### src/rtl/serial_mag_comparator.sv
// Bit-serial magnitude comparator: examines one operand bit per clock,
// MSB first, and stops at the first differing bit. Supports unsigned and
// two's-complement operands. A new start is accepted in IDLE or in DONE,
// so that back-to-back comparisons run with no idle cycle between them.
module serial_mag_comparator #(
  parameter int WIDTH = 8
) (
  input  logic             clk,
  input  logic             rst,
  input  logic             start,
  input  logic [WIDTH-1:0] a,
  input  logic [WIDTH-1:0] b,
  input  logic             is_signed,
  output logic             busy,
  output logic             done,
  output logic             valid,
  output logic             gt,
  output logic             lt,
  output logic             eq
);

  localparam int IDX_W = (WIDTH > 1) ? $clog2(WIDTH) : 1;
  localparam logic [IDX_W-1:0] IDX_MSB = IDX_W'(WIDTH - 1);

  typedef enum logic [1:0] {
    IDLE = 2'd0,
    RUN  = 2'd1,
    DONE = 2'd2
  } state_t;

  state_t           r_state;
  logic [WIDTH-1:0] r_a;
  logic [WIDTH-1:0] r_b;
  logic             r_signed;
  logic [IDX_W-1:0] r_idx;
  logic             r_busy;
  logic             r_done;
  logic             r_valid;
  logic             r_gt;
  logic             r_lt;
  logic             r_eq;

  logic             w_bit_a;
  logic             w_bit_b;
  logic             w_bits_differ;
  logic             w_a_wins;
  logic             w_accept;

  // Decide which operand is larger from the first differing bit. At the
  // sign position of a signed compare the set bit marks the negative
  // (smaller) operand, so the sense is inverted there only.
  function automatic logic a_is_greater(input logic bit_a,
                                        input logic sgn,
                                        input logic at_msb);
    a_is_greater = (sgn && at_msb) ? ~bit_a : bit_a;
  endfunction

  // Current bit pair under examination and the resulting decision
  always_comb begin
    w_bit_a       = r_a[r_idx];
    w_bit_b       = r_b[r_idx];
    w_bits_differ = w_bit_a ^ w_bit_b;
    w_a_wins      = a_is_greater(w_bit_a, r_signed, (r_idx == IDX_MSB));
    w_accept      = start && ((r_state == IDLE) || (r_state == DONE));
  end

  // Control FSM with registered status and result outputs
  always_ff @(posedge clk) begin
    if (rst) begin
      r_state  <= IDLE;
      r_a      <= '0;
      r_b      <= '0;
      r_signed <= 1'b0;
      r_idx    <= IDX_MSB;
      r_busy   <= 1'b0;
      r_done   <= 1'b0;
      r_valid  <= 1'b0;
      r_gt     <= 1'b0;
      r_lt     <= 1'b0;
      r_eq     <= 1'b0;
    end else begin
      // done is a single-cycle pulse unless set again below
      r_done <= 1'b0;
      case (r_state)
        IDLE, DONE: begin
          if (w_accept) begin
            r_a      <= a;
            r_b      <= b;
            r_signed <= is_signed;
            r_idx    <= IDX_MSB;
            r_valid  <= 1'b0;
            r_gt     <= 1'b0;
            r_lt     <= 1'b0;
            r_eq     <= 1'b0;
            r_busy   <= 1'b1;
            r_state  <= RUN;
          end else if (r_state == DONE) begin
            // Result stays held in IDLE until the next accepted start
            r_state <= IDLE;
          end
        end
        RUN: begin
          if (w_bits_differ) begin
            r_gt    <= w_a_wins;
            r_lt    <= ~w_a_wins;
            r_valid <= 1'b1;
            r_done  <= 1'b1;
            r_busy  <= 1'b0;
            r_state <= DONE;
          end else if (r_idx == '0) begin
            // Last bit equal: operands identical, index never wraps
            r_eq    <= 1'b1;
            r_valid <= 1'b1;
            r_done  <= 1'b1;
            r_busy  <= 1'b0;
            r_state <= DONE;
          end else begin
            r_idx <= r_idx - 1'b1;
          end
        end
        default: begin
          r_busy  <= 1'b0;
          r_state <= IDLE;
        end
      endcase
    end
  end

  assign busy  = r_busy;
  assign done  = r_done;
  assign valid = r_valid;
  assign gt    = r_gt;
  assign lt    = r_lt;
  assign eq    = r_eq;

endmodule

### config.mk
export PLATFORM = sky130hd
export DESIGN_NAME = serial_mag_comparator
export DESIGN_NICKNAME = d
export VERILOG_FILES = /design/src/rtl/serial_mag_comparator.sv
export SDC_FILE = /design/constraint.sdc
export NUM_CORES = 1
export LEC_CHECK = 0
export ABC_AREA = 1
export CORE_AREA = 2 2 62 64
export DETAILED_ROUTE_END_ITERATION = 12
export DIE_AREA = 0 0 64 66
export GPL_TIMING_DRIVEN = 0
export SYNTH_ARGS = -nofsm -noshare
export SYNTH_HDL_FRONTEND = slang
export SYNTH_SLANG_ARGS = --single-unit
### constraint.sdc
create_clock -name clk -period 4.1 [get_ports clk]
set_clock_uncertainty 0.1 [all_clocks]
set_input_delay 0.41 -clock clk [delete_from_list [all_inputs] [get_ports clk]]
set_output_delay 0.41 -clock clk [all_outputs]
set_load 0.05 [all_outputs]
# Yosys cells after proc, flatten, opt, wreduce, memory -nomap -nowiden
# Index checks and enable logic that the tools add are counted.
# totals
ff_bits	28
output_inout_bits	6
input_bits	20
# op_classes
order_cmp	1
eq_ne	10
reduce_logical	15
bitwise_logic	4
add_sub_neg	1
muxes	30
# ops
operator	n
$mux W1	14
$ne A2 B2 Y1 const B	5
$pmux W1 S2	5
$mux W3	3
$mux W2	4
$reduce_and A4 Y1	2
$bmux W1 S3	2
$ne A3 B3 Y1 const B	2
$pmux W3 S2	1
$reduce_and A2 Y1	3
$reduce_and A3 Y1	2
$lt A3 B4 Y1 const B	1
$pmux W2 S2	1
$reduce_or A2 Y1	2
$eq A3 B3 Y1 const B	1
$logic_not A3 Y1	1
$not A1 Y1	3
$sub A3 B1 Y3 const B	1
$eq A2 B1 Y1 const B	1
$eq A2 B2 Y1 const B	1
$logic_and A1 B1 Y1	2
$logic_not A2 Y1	1
$reduce_bool A2 Y1	1
$logic_or A1 B1 Y1	1
$xor A1 B1 Y1	1

# Logic depth before layout (Yosys ltp)
# logic_depth
word_depth	7
ltp_mapped	12
mapped_depth_nobuf	12

# Worst setup path before layout
# No wires, ideal clock.
# synth_path
path_type	in2reg
startpoint	input port start
endpoint	register r_b[4]
t_required_ns	3.872
arrival_time_ns	1.185
path_buffers	1
slack_ns	2.686
stages	6
setup_ns	0.128
cell_sequence	inv_1 > nor2_1 > inv_1 > clkbuf_1 > o21ai_0 > a21oi_1
# synth_via
elab_chain_len	2
# synth_rtl
item	line_no	source
start: declaration	10	input logic start,
$logic_and A1 B1 Y1	64	w_accept = start && ((r_state == IDLE) || (r_state == DONE));
$reduce_and A2 Y1 (no source line)	-	
end signal: assignment	72	r_b <= '0;
end signal: assignment	88	r_b <= b;
end: declaration	33	logic [WIDTH-1:0] r_b;
# No other way between the ends.
# A chain may end at the register's enable or synchronous reset.

# Worst setup path after layout
# layout_path
startpoint	register r_lt, in the netlist lt
endpoint	output port lt
# layout_lines
item	line_no	source
start: declaration	40	logic r_lt;
start signal: assignment	105	r_lt <= ~w_a_wins;
end: declaration	18	output logic lt,
# No word-level cell between the ends.

==> qor.csv <==
metric,value,unit
syn-num-nets,218,
synth_edf_count,0,
grt_busiest_layer,met2,
cts_resized,0,
yosysMostFrequentCell,nand2_1,
syn-cell-area,1370,um^2
wire_per_inst,11.0,um
tns,0,ns
period_needed,2.00,ns
start_util,38.5,%
hold_viol,0,
place_inst,268,
synth-seq-area-share,41.0,%
die-area,4220,um^2
die_h,66,um
yosysWarnings,0,
ys_ff_latch,28,
fill_cells,368,
synth_cell_types,20,
critPathMaxFanout,2,
maxCapViolCount,0,
gr-total-overflow,0,
synth_xor_xnor_area_share,0,%
via_count,1291,
path_clk_slew,0.15,ns
timing_worst_setup_path_type,reg2out,
synth-async-reset-ratio,0,%
htreeDepth,1,
cts_tree,built,
crit_family,buffers and inverters,
drive_gt1_share,9.38,%
dieWidth,64,um
synth_fa_ha_area_share,2.75,%
avgSynthCellArea,7.01,um^2
hold_ws,0.362,ns
met3_usage,2.56,%
total_power,844,uW
fin_cells,272,
boundaryPins,26,
cp-end-kind,output pin,
vdd_ir_drop_max,0.156,mV
fmax,0.499,GHz
worstPathArrival,1.49,ns
synth_top_cell_by_area,dfxtp_1,
drc_errors,0,
drtPass1Iterations,4,
synth_flop_cell,dfxtp_1,
setup_violations,0,
layout.nets,248,
worst_path_largest_cell_delay,0.80,ns
io_buffers,25,
worstMarginPinSlew,0.494,ns
core-area,3550,um^2
drv_slew,0,
grt_use_total,16.7,%
synth_compound_area_share,13.1,%
synth_top_family_by_area,simple AND/OR/NAND/NOR gates,
cts_root_buf,clkbuf_4,
via_per_inst,4.75,
synthMuxAreaShare,0,%
ys_top_cells_by_area,"dfxtp_1 (41%), nand2_1 (12%), o21ai_0 (7.0%)",
clk_latency,0.33,ns
status,finished clean,
worstPathRequired,3.59,ns
grt_pass1_wl,5530,um
power_density,493,nW/um^2
hold_path_class,reg2reg,
numCtsBuffers,3,
ant_nets,0,
use_met2,25.7,%
synth_top_area_share,41.0,%
grt_pass1_vias,1277,
worstPathCellList,clkdlybuf4s50_1,
holdBufCountCts,0,
met1_usage,23.4,%
syn2layout_area_growth,25.4,%
gp_congestion,0.817,
slew-limit-headroom,67.0,%
period_share,48.9,%
dpl.hpwl,2210,um
synth_common_cells,"nand2_1 (44), dfxtp_1 (28), inv_1 (23)",
grt_start_max_net_pins,16,
final_util,48.2,%
antenna_found_initial,0,
p_leak,0.000785,uW
cp_num_buf_inv,1,
cts_sinks,28,
drt-total-wl,2990,um
cp_slowest_cell,clkdlybuf4s50_1,
drt_iter0_drc,62,
synthCells,195,
startpoint_type,flop,
cts_setup_buffers,0,
row_count,22,
rsz0062_at_grt,false,
yosys.area_share.simple,33.6,%
max-clock-path-buffers,2,
insertedDiodeCount,0,
-- layout make-up --
type	count	area, um^2	area share (%)
Buffer	7	36.3	2.12
Clock buffer	4	36.3	2.12
Inverter	25	93.8	5.48
Sequential cell	28	561	32.7
Multi-Input combinational cell	135	676	39.4
Tap cell	48	60.1	3.51
Timing Repair Buffer	25	250	14.6
-- cell families (layout without fill, tap and decap cells) --
logic type,after synthesis,in the layout
buffers and inverters,32,61
DFF,28,28
adders and majority gates,3,3
and+or+nand+nor,97,97
AOI/OAI and AO/OA,35,35
-- final timing paths --
path,startpoint,end,slack [ns],cells after the start
worst min register to register,eq,eq,0.36,2
worst min-delay path,eq,eq,0.36,2
worst max register to register,r_state[0],r_b[2],2.40,5
worst max-delay path,lt,lt,2.10,1
-- worst register-to-register path, stage by stage (launching register included) --
cell and delay [ns]:
dfxtp_1 0.37, nor2_1 0.36, inv_1 0.20, clkbuf_1 0.27
o21ai_0 0.22, a21oi_1 0.06
-- registers in the layout, indices dropped and copies added, names as in the netlist --
name      count
r_signed      1
done          1
r_a           8
r_b           8
lt            1
eq            1
gt            1
r_state       2
busy          1
valid         1
r_idx         3
-- layout by cell type (no fill, tap or decap) --
cell | Yosys | final
a21oi_1 | 15 | 15
a21oi_2 | 1 | 1
buf_1 | 1 | 1
buf_2 | 2 | 2
buf_6 | 1 | 1
clkbuf_1 | 3 | 3
clkbuf_4 | 0 | 3
clkbuf_8 | 0 | 1
clkdlybuf4s50_1 | 0 | 25
dfxtp_1 | 28 | 28
ha_1 | 3 | 3
inv_1 | 23 | 23
inv_2 | 2 | 2
nand2_1 | 44 | 44
nand2_2 | 4 | 4
nand2_4 | 1 | 1
nand3_1 | 17 | 17
nand3_2 | 4 | 4
nand3_4 | 1 | 1
nand4_1 | 4 | 4
nor2_1 | 21 | 21
nor2_4 | 1 | 1
o21ai_0 | 19 | 19
-- per-stage QoR --
step / instance area, um^2 / worst slack [ns]
2_1_floorplan: 1370 / 2.69
6_report: 1710 / 2.10
3_3_place_gp: 1680 / 1.88
3_5_place_dp: 1680 / 1.87
4_1_cts: 1710 / 2.08
5_1_grt: 1710 / 2.02
-- routing by layer --
layer,wire [um],part of all wire (%),vias up
met5,0,0,-
met4,42,1.4,0
met3,73,2.4,4
met2,1360,45,21
met1,1520,51,582
li1,-,-,684
-- power breakdown --
part | switching (uW) | leakage (uW) | internal [uW] | total (uW)
Clock | 83.9 | 0.0000210 | 54.4 | 138
Combinational | 236 | 0.000532 | 132 | 368
Sequential | 24.3 | 0.000232 | 314 | 338
Total | 344 | 0.000785 | 500 | 844
Power figures use the tool's default switching activity.
